## config.mk

```make
export PLATFORM = sky130hd
export DESIGN_NAME = branch2_scheduler_flat
export DESIGN_NICKNAME = d
export VERILOG_FILES = /design/src/rtl/branch2_scheduler_if.sv /design/src/rtl/branch2_scheduler.sv /design/src/flat_wrapper.sv
export SDC_FILE = /design/constraint.sdc
export NUM_CORES = 1
export LEC_CHECK = 0
export CORE_ASPECT_RATIO = 0.75
export CORE_MARGIN = 4
export CORE_UTILIZATION = 30
export CTS_CLUSTER_DIAMETER = 50
export DETAILED_ROUTE_END_ITERATION = 10
export GPL_ROUTABILITY_DRIVEN = 1
export GPL_TIMING_DRIVEN = 0
export HOLD_SLACK_MARGIN = 0.08
export SYNTH_ARGS = -nofsm -noshare
export SYNTH_HDL_FRONTEND = slang
export SYNTH_SLANG_ARGS = --single-unit
```

## constraint.sdc

```tcl
create_clock -name aclk -period 5 [get_ports aclk]
set_clock_uncertainty 0.05 [all_clocks]
set_input_delay 1 -clock aclk [delete_from_list [all_inputs] [get_ports aclk]]
set_output_delay 1 -clock aclk [all_outputs]
set_load 0.05 [all_outputs]
```

## src/rtl/branch2_scheduler_if.sv

```systemverilog
`default_nettype none
// ============================================================================
// Module   : branch2_scheduler_if
// Brief    : Control/address bundle between branch2_scheduler and the
//            branch-metric block, its input buffers and the readback consumer.
// Revision : 1.0  initial release
// ============================================================================
interface branch2_scheduler_if #(
    parameter int AW = 12
);
    logic          i_start;
    logic          i_abort;
    logic          i_hold;
    logic          o_src_rd_en;
    logic [AW-1:0] o_src_addr;
    logic          o_calc_valid;
    logic [AW-1:0] o_calc_addr;
    logic [AW-1:0] o_branch_addr;
    logic          o_rd_valid;
    logic [AW-1:0] o_rd_index;
    logic          o_rd_dir;
    logic          o_rd_last;
    logic          o_busy;
    logic          o_done;

    // Scheduler side
    modport master (
        input  i_start, i_abort, i_hold,
        output o_src_rd_en, o_src_addr, o_calc_valid, o_calc_addr,
               o_branch_addr, o_rd_valid, o_rd_index, o_rd_dir,
               o_rd_last, o_busy, o_done
    );

    // Controller / consumer side
    modport slave (
        output i_start, i_abort, i_hold,
        input  o_src_rd_en, o_src_addr, o_calc_valid, o_calc_addr,
               o_branch_addr, o_rd_valid, o_rd_index, o_rd_dir,
               o_rd_last, o_busy, o_done
    );
endinterface
`default_nettype wire

```

## src/rtl/branch2_scheduler.sv

```systemverilog
`default_nettype none
// ============================================================================
// Module   : branch2_scheduler
// Brief    : Sequencer for one SISO branch-metric block: streams a frame into
//            the calc service, waits for the last metric to commit, then
//            replays the metrics ascending (alpha) and descending (beta).
// Revision : 1.0  initial release
// ============================================================================
module branch2_scheduler #(
    parameter int DWIDTH       = 16,
    parameter int BRANCH_SIZE  = 3072,
    parameter int SRC_LATENCY  = 1,
    parameter int CALC_LATENCY = 2,
    parameter int RD_LATENCY   = 1
) (
    input  wire logic           aclk,
    input  wire logic           aresetn,
    branch2_scheduler_if.master bus
);

    localparam int c_AW   = (BRANCH_SIZE > 1) ? $clog2(BRANCH_SIZE) : 1;
    // Drain length: input-buffer latency + calc latency + one write cycle
    localparam int c_D    = SRC_LATENCY + CALC_LATENCY + 1;
    localparam int c_WMAX = (c_D > RD_LATENCY) ? c_D : RD_LATENCY;
    localparam int c_WW   = $clog2(c_WMAX) + 1;

    localparam logic [c_AW-1:0] c_LAST      = c_AW'(BRANCH_SIZE - 1);
    localparam logic [c_WW-1:0] c_DRAIN_END = c_WW'(c_D - 1);
    localparam logic [c_WW-1:0] c_FLUSH_END = c_WW'(RD_LATENCY - 1);

    // Reject configurations the timing model cannot honour
    if (DWIDTH < 1 || BRANCH_SIZE < 2 || SRC_LATENCY < 1 ||
        CALC_LATENCY < 1 || RD_LATENCY < 1) begin : g_param_check
        $error("branch2_scheduler: illegal parameter set");
    end

    typedef enum logic [2:0] {
        S_IDLE  = 3'd0,
        S_FILL  = 3'd1,
        S_DRAIN = 3'd2,
        S_FWD   = 3'd3,
        S_BWD   = 3'd4,
        S_FLUSH = 3'd5,
        S_DONE  = 3'd6
    } state_t;

    state_t             state_q;
    logic [c_WW-1:0]    wait_q;         // DRAIN / FLUSH cycle counter
    logic               src_rd_en_q;
    logic [c_AW-1:0]    src_addr_q;     // doubles as the FILL counter
    logic [c_AW-1:0]    branch_addr_q;  // doubles as the FWD/BWD counter
    logic               busy_q;
    logic               done_q;

    // Input-buffer alignment shift register (calc issue side)
    logic [SRC_LATENCY-1:0]           calc_vld_q;
    logic [SRC_LATENCY-1:0][c_AW-1:0] calc_addr_q;

    // Readback tag pipeline, RD_LATENCY deep, never stalled by hold
    logic [RD_LATENCY-1:0]            rd_vld_q;
    logic [RD_LATENCY-1:0][c_AW-1:0]  rd_idx_q;
    logic [RD_LATENCY-1:0]            rd_dir_q;
    logic [RD_LATENCY-1:0]            rd_last_q;

    // Next tag entering the readback pipeline
    logic            tag_vld_d;
    logic [c_AW-1:0] tag_idx_d;
    logic            tag_dir_d;
    logic            tag_last_d;

    // Build the readback tag for an issue in FWD/BWD when not held
    always_comb begin
        tag_vld_d  = 1'b0;
        tag_idx_d  = branch_addr_q;
        tag_dir_d  = 1'b0;
        tag_last_d = 1'b0;
        if (!bus.i_hold) begin
            if (state_q == S_FWD) begin
                tag_vld_d  = 1'b1;
                tag_last_d = (branch_addr_q == c_LAST);
            end else if (state_q == S_BWD) begin
                tag_vld_d  = 1'b1;
                tag_dir_d  = 1'b1;
                tag_last_d = (branch_addr_q == '0);
            end
        end
    end

    // Main sequencer: state, counters and registered control outputs
    always_ff @(posedge aclk or negedge aresetn) begin
        if (!aresetn) begin
            state_q       <= S_IDLE;
            wait_q        <= '0;
            src_rd_en_q   <= 1'b0;
            src_addr_q    <= '0;
            branch_addr_q <= '0;
            busy_q        <= 1'b0;
            done_q        <= 1'b0;
        end else if (bus.i_abort) begin
            state_q       <= S_IDLE;
            wait_q        <= '0;
            src_rd_en_q   <= 1'b0;
            src_addr_q    <= '0;
            branch_addr_q <= '0;
            busy_q        <= 1'b0;
            done_q        <= 1'b0;
        end else begin
            case (state_q)
                S_IDLE: begin
                    done_q <= 1'b0;
                    if (bus.i_start) begin
                        state_q     <= S_FILL;
                        src_rd_en_q <= 1'b1;
                        src_addr_q  <= '0;
                        busy_q      <= 1'b1;
                    end
                end
                S_FILL: begin
                    // Compare before incrementing so the count stops at N-1
                    if (src_addr_q == c_LAST) begin
                        state_q     <= S_DRAIN;
                        src_rd_en_q <= 1'b0;
                        src_addr_q  <= '0;
                        wait_q      <= '0;
                    end else begin
                        src_addr_q  <= src_addr_q + 1'b1;
                    end
                end
                S_DRAIN: begin
                    if (wait_q == c_DRAIN_END) begin
                        state_q       <= S_FWD;
                        branch_addr_q <= '0;
                    end else begin
                        wait_q        <= wait_q + 1'b1;
                    end
                end
                S_FWD: begin
                    if (!bus.i_hold) begin
                        if (branch_addr_q == c_LAST) begin
                            state_q       <= S_BWD;
                            branch_addr_q <= c_LAST;
                        end else begin
                            branch_addr_q <= branch_addr_q + 1'b1;
                        end
                    end
                end
                S_BWD: begin
                    if (!bus.i_hold) begin
                        if (branch_addr_q == '0) begin
                            state_q <= S_FLUSH;
                            wait_q  <= '0;
                        end else begin
                            branch_addr_q <= branch_addr_q - 1'b1;
                        end
                    end
                end
                S_FLUSH: begin
                    if (wait_q == c_FLUSH_END) begin
                        state_q <= S_DONE;
                        done_q  <= 1'b1;
                    end else begin
                        wait_q  <= wait_q + 1'b1;
                    end
                end
                S_DONE: begin
                    state_q <= S_IDLE;
                    done_q  <= 1'b0;
                    busy_q  <= 1'b0;
                end
                default: begin
                    state_q <= S_IDLE;
                    busy_q  <= 1'b0;
                    done_q  <= 1'b0;
                end
            endcase
        end
    end

    // Delay lines: calc issue aligned to buffer data, tags aligned to RAM data
    always_ff @(posedge aclk or negedge aresetn) begin
        if (!aresetn) begin
            calc_vld_q  <= '0;
            calc_addr_q <= '0;
            rd_vld_q    <= '0;
            rd_idx_q    <= '0;
            rd_dir_q    <= '0;
            rd_last_q   <= '0;
        end else if (bus.i_abort) begin
            calc_vld_q  <= '0;
            calc_addr_q <= '0;
            rd_vld_q    <= '0;
            rd_idx_q    <= '0;
            rd_dir_q    <= '0;
            rd_last_q   <= '0;
        end else begin
            calc_vld_q[0]  <= src_rd_en_q;
            calc_addr_q[0] <= src_addr_q;
            for (int i = 1; i < SRC_LATENCY; i++) begin
                calc_vld_q[i]  <= calc_vld_q[i-1];
                calc_addr_q[i] <= calc_addr_q[i-1];
            end
            rd_vld_q[0]  <= tag_vld_d;
            rd_idx_q[0]  <= tag_idx_d;
            rd_dir_q[0]  <= tag_dir_d;
            rd_last_q[0] <= tag_last_d;
            for (int i = 1; i < RD_LATENCY; i++) begin
                rd_vld_q[i]  <= rd_vld_q[i-1];
                rd_idx_q[i]  <= rd_idx_q[i-1];
                rd_dir_q[i]  <= rd_dir_q[i-1];
                rd_last_q[i] <= rd_last_q[i-1];
            end
        end
    end

    assign bus.o_src_rd_en   = src_rd_en_q;
    assign bus.o_src_addr    = src_addr_q;
    assign bus.o_calc_valid  = calc_vld_q[SRC_LATENCY-1];
    assign bus.o_calc_addr   = calc_addr_q[SRC_LATENCY-1];
    assign bus.o_branch_addr = branch_addr_q;
    assign bus.o_rd_valid    = rd_vld_q[RD_LATENCY-1];
    assign bus.o_rd_index    = rd_idx_q[RD_LATENCY-1];
    assign bus.o_rd_dir      = rd_dir_q[RD_LATENCY-1];
    assign bus.o_rd_last     = rd_last_q[RD_LATENCY-1];
    assign bus.o_busy        = busy_q;
    assign bus.o_done        = done_q;

endmodule
`default_nettype wire

```

## src/flat_wrapper.sv

```systemverilog
// flat-port wrapper written by rule: the top's interface ports become plain ports
module branch2_scheduler_flat 
#(
    parameter int DWIDTH       = 16,
    parameter int BRANCH_SIZE  = 3072,
    parameter int SRC_LATENCY  = 1,
    parameter int CALC_LATENCY = 2,
    parameter int RD_LATENCY   = 1
)
  (aclk, aresetn, bus_i_start, bus_i_abort, bus_i_hold, bus_o_src_rd_en, bus_o_src_addr, bus_o_calc_valid, bus_o_calc_addr, bus_o_branch_addr, bus_o_rd_valid, bus_o_rd_index, bus_o_rd_dir, bus_o_rd_last, bus_o_busy, bus_o_done);
  branch2_scheduler_if bus_i ();
  input  wire logic aclk;
  input  wire logic aresetn;
  input wire logic [$bits(bus_i.i_start)-1:0] bus_i_start;
  input wire logic [$bits(bus_i.i_abort)-1:0] bus_i_abort;
  input wire logic [$bits(bus_i.i_hold)-1:0] bus_i_hold;
  output wire logic [$bits(bus_i.o_src_rd_en)-1:0] bus_o_src_rd_en;
  output wire logic [$bits(bus_i.o_src_addr)-1:0] bus_o_src_addr;
  output wire logic [$bits(bus_i.o_calc_valid)-1:0] bus_o_calc_valid;
  output wire logic [$bits(bus_i.o_calc_addr)-1:0] bus_o_calc_addr;
  output wire logic [$bits(bus_i.o_branch_addr)-1:0] bus_o_branch_addr;
  output wire logic [$bits(bus_i.o_rd_valid)-1:0] bus_o_rd_valid;
  output wire logic [$bits(bus_i.o_rd_index)-1:0] bus_o_rd_index;
  output wire logic [$bits(bus_i.o_rd_dir)-1:0] bus_o_rd_dir;
  output wire logic [$bits(bus_i.o_rd_last)-1:0] bus_o_rd_last;
  output wire logic [$bits(bus_i.o_busy)-1:0] bus_o_busy;
  output wire logic [$bits(bus_i.o_done)-1:0] bus_o_done;
  assign bus_i.i_start = bus_i_start;
  assign bus_i.i_abort = bus_i_abort;
  assign bus_i.i_hold = bus_i_hold;
  assign bus_o_src_rd_en = bus_i.o_src_rd_en;
  assign bus_o_src_addr = bus_i.o_src_addr;
  assign bus_o_calc_valid = bus_i.o_calc_valid;
  assign bus_o_calc_addr = bus_i.o_calc_addr;
  assign bus_o_branch_addr = bus_i.o_branch_addr;
  assign bus_o_rd_valid = bus_i.o_rd_valid;
  assign bus_o_rd_index = bus_i.o_rd_index;
  assign bus_o_rd_dir = bus_i.o_rd_dir;
  assign bus_o_rd_last = bus_i.o_rd_last;
  assign bus_o_busy = bus_i.o_busy;
  assign bus_o_done = bus_i.o_done;
  branch2_scheduler #(.DWIDTH(DWIDTH), .BRANCH_SIZE(BRANCH_SIZE), .SRC_LATENCY(SRC_LATENCY), .CALC_LATENCY(CALC_LATENCY), .RD_LATENCY(RD_LATENCY)) u_core (.aclk(aclk), .aresetn(aresetn), .bus(bus_i));
endmodule
```

==> results of run 1 <==
-- power by group through the flow --
| stage | Clock (W) | Sequential, W | Combinational, W |
|---|---|---|---|
| finish | 0.000623 | 0.000586 | 0.000792 |
| global placement | 0 | 0.000593 | 0.000781 |
| floorplan | 0 | 0.000728 | 0.000431 |
| global route | 0.000660 | 0.000594 | 0.000863 |
| detailed placement | 0 | 0.000595 | 0.000786 |
| CTS | 0.000633 | 0.000586 | 0.000789 |
-- worst max-delay path, delay by kind of cell --
| kind | cells | cell delay [ns] |
|---|---|---|
| compound gates | 1 | 0.18 |
| buf+inv | 3 | 1.11 |
| xor+xnor | 1 | 0.11 |
| simple gates | 3 | 0.57 |
-- flip-flops by register name (all words and copies together) (netlist names), 3 cells and up --
signal / cells
u_core.state_q: 3
u_core.bus.o_rd_index: 12
u_core.bus.o_src_addr: 12
u_core.bus.o_calc_addr: 12
u_core.wait_q: 3
u_core.bus.o_branch_addr: 12
-- through the flow --
| step | instance area (um^2) | worst slack [ns] |
|---|---|---|
| after floorplan | 3210 | 2.63 |
| after global placement | 3970 | 0.849 |
| after detailed placement | 3990 | 1.84 |
| after CTS | 4290 | 2.17 |
| after global routing | 4290 | 2.00 |
| final | 4290 | 2.16 |
-- cell type report --
cell class | instances | area [um^2]
Buffer | 26 | 128
Timing Repair Buffer | 60 | 606
Clock buffer | 9 | 225
Clock inverter | 7 | 75.1
Fill cell | 988 | 6080
Inverter | 8 | 30.0
Multi-Input combinational cell | 249 | 1530
Sequential cell | 61 | 1530
Tap cell | 136 | 170
-- path summary, 6_finish.rpt --
kind	end	slack, ns	depth (start not counted)
hold / removal	u_core.wait_q[2]	0.47	1
setup reg to reg	u_core.wait_q[0]	2.62	7
min in group asynchronous	u_core.bus.o_rd_index[0]	0.71	1
max in group asynchronous	u_core.bus.o_calc_addr[5]	3.57	2
hold reg to reg	u_core.wait_q[2]	0.47	1
setup / recovery	u_core.bus.o_src_addr[7]	2.16	8
-- placed cells by master (no fill, tap or decap), types with 2 or more instances in the layout --
master,netlist,routed
buf_2,12,13
clkbuf_16,0,9
o21ai_2,2,2
a32o_1,2,2
clkinv_2,0,2
ha_1,7,7
o21ai_0,21,21
o22a_1,2,2
a311oi_1,2,2
o221ai_1,4,4
buf_6,2,2
xor2_1,3,3
nand3_1,10,10
dfrtp_1,61,61
nor2_1,46,46
xnor2_1,2,2
a221o_1,4,4
mux2i_1,2,2
o22ai_1,3,3
nand2b_1,5,5
nor2b_1,22,22
o32ai_1,3,3
clkbuf_1,12,12
and2_1,3,3
a31oi_1,4,4
and3_1,7,7
nand2_1,23,23
mux2_2,3,3
clkdlybuf4s50_1,0,58
a211oi_1,8,8
clkinv_4,0,3
inv_1,8,8
or3_1,3,3
a21oi_1,19,19
nor3_1,12,12
nand3b_1,2,2
and4_1,2,2
-- per-layer routing --
metal | up-vias | global-route usage | wire (um)
met4 | 0 | 0.0404 | 80
met2 | 88 | 0.205 | 3840
met1 | 1407 | 0.215 | 4400
li1 | 1377 | - | -
met5 | - | 0 | 0
met3 | 8 | 0.0357 | 496
-- cells by family (layout without fill, tap and decap cells) --
group                    after synthesis  count (layout)
AND/OR/NAND/NOR                      147             147
AO/OA/AOI/OAI                         85              85
flip-flops                            61              61
buffers and inverters                 34             110
adder cells (fa/ha/maj)                7               7
XOR/XNOR                               5               5
multiplexers                           5               5
==> results.cfg, run 1 <==
[run_status]
status = finished, final reports clean

[synth]
yosys.area_share.simple = 0.239
ys_seq_area_frac = 0.475
synth_top_area_frac = 0.475
ys_types = 56
synthFlopType = dfrtp_1
async_flop_share = 1.00
synth_xor_area_frac = 0.0136
synth_commonest_cells = 61 x dfrtp_1, 46 x nor2_1, 23 x nand2_1
synth_fa_ha_area_frac = 0.0273
synth_area_leader_cell = dfrtp_1
yosysWarnings = 0
synth_nets = 356
synthMostInstantiatedCell = dfrtp_1
synth_edf_count = 0
ys_ff_latch = 61
synth_area_um2 = 3210
synth_top_family_by_area = simple AND/OR/NAND/NOR gates
synth_area_leaders = dfrtp_1 48%, nor2_1 5.4%, nor2b_1 4.3%, o21ai_0 3.3%, a21oi_1 3.0%
synth_compound_area_frac = 0.179
synthesis.instances = 344
muxShareOfSynthArea = 0.0167
syn_avg_cell_area_um2 = 9.34

[critical_path]
r2r-start = u_core.wait_q[0]
cp-startpoint = bus_i_abort
cp-end-kind = flip-flop
cp_slowest_cell = clkdlybuf4s50_1
path_cells = clkdlybuf4s50_1 -> clkbuf_1 -> inv_1 -> o31a_1 -> nor2_1 -> and4_1 -> xnor2_1 -> nor2_1
crit_required_ns = 5.15
crit_arrival_ns = 2.98
cp_max_fo = 10
startpoint_type = input pin
path_class = input pin to flip-flop
slowest_delay_ns = 0.50
crit_top_cell = nor2_1

[final_layout]
nets = 427
drive_gt1_frac = 0.107
syn2layout_area_growth_pct = 33.5
fin_cells = 556
antenna_cells = 0
finish.utilization = 0.414

[clock_tree]
cts_buffer_depth = 2
cts_resized = 0
clkTransAtPathRegs_ns = 0.06
worstSkewPairLatency_ns = 0.33
cts_hold_buf = 0
cts-root-buf = clkbuf_16
htreeDepth = 3
numCtsBuffers = 9
cts_sinks = 61
post_cts_buffers = 0
cts_tree = yes

[timing]
post-route-period-util = 0.567
hold_violations = 0
fmax_mhz = 353
rsz0062_at_grt = no
setup-tns-final_ns = 0
worst_slew_pin_slew_ns = 0.796
min_period_ns = 2.84
timing.slew.headroom = 0.469
drv_slew = 0
setup_viol = 0
whs_ns = 0.470

[floorplan]
chipWidth_um = 128
start_util = 0.310
io_pins = 60
die_h_um = 97.6
design.die.area_um2 = 12400
core_area_um2 = 10400
fp-row-count = 32

[drt]
viasPerCell = 5.18
drc = 0
drt_iter0_markers = 207
routed_wl_um = 8820
firstDrtPassIters = 4
wire_per_inst_um = 15.9
postRouteAntennaNets = 0
vias = 2880

[global_routing]
grt_pass1_vias = 2693
gr-usage-all-layers = 0.144
grt.overflow.total = 0
antenna_found_initial = 0
grt_pass1_wl_um = 14400
grt_max_degree = 36

[power]
intPower_w = 0.00121
p_leak_nw = 1.81
p_comb_frac = 0.396
seqPwrFrac = 0.293
p_sw_frac = 0.396
power.share.clock = 0.311
powerDensity_nw_per_um2 = 467
switchingPower_w = 0.000793
p_total_w = 0.00200
peakVddDrop_uv = 201

[place]
dp.cells = 540
hpwlAfterDp_um = 6330
portBuffers = 59
gp_congestion = 0.859

[worst_hold_path]
min_from = u_core.wait_q[2]
min_path_type = flip-flop to flip-flop

[run]
cap_violations = 0
No activity file was read; power rests on OpenSTA's default activity.
==> run 2: changes to the inputs <==
- clock period: 5 -> 2.7 ns (I/O delays scaled with it)
==> results of run 2 <==
Same layout as run 1 (identical final DEF). Status: finished, final reports clean.
Among the figures that moved: setup slack after placement 1.84 ns -> -0.00381 ns; setup slack after layout 2.16 ns -> 0.322 ns; hold slack 0.470 ns -> 0.248 ns; start point of the critical path bus_i_abort -> u_core.wait_q[0]; end point of the critical path u_core.bus.o_src_addr[7] -> u_core.wait_q[0]; register-to-register setup slack 2.62 ns -> 0.32 ns; total power 0.00200 W -> 0.00371 W; worst IR drop on VDD 201 uV -> 372 uV
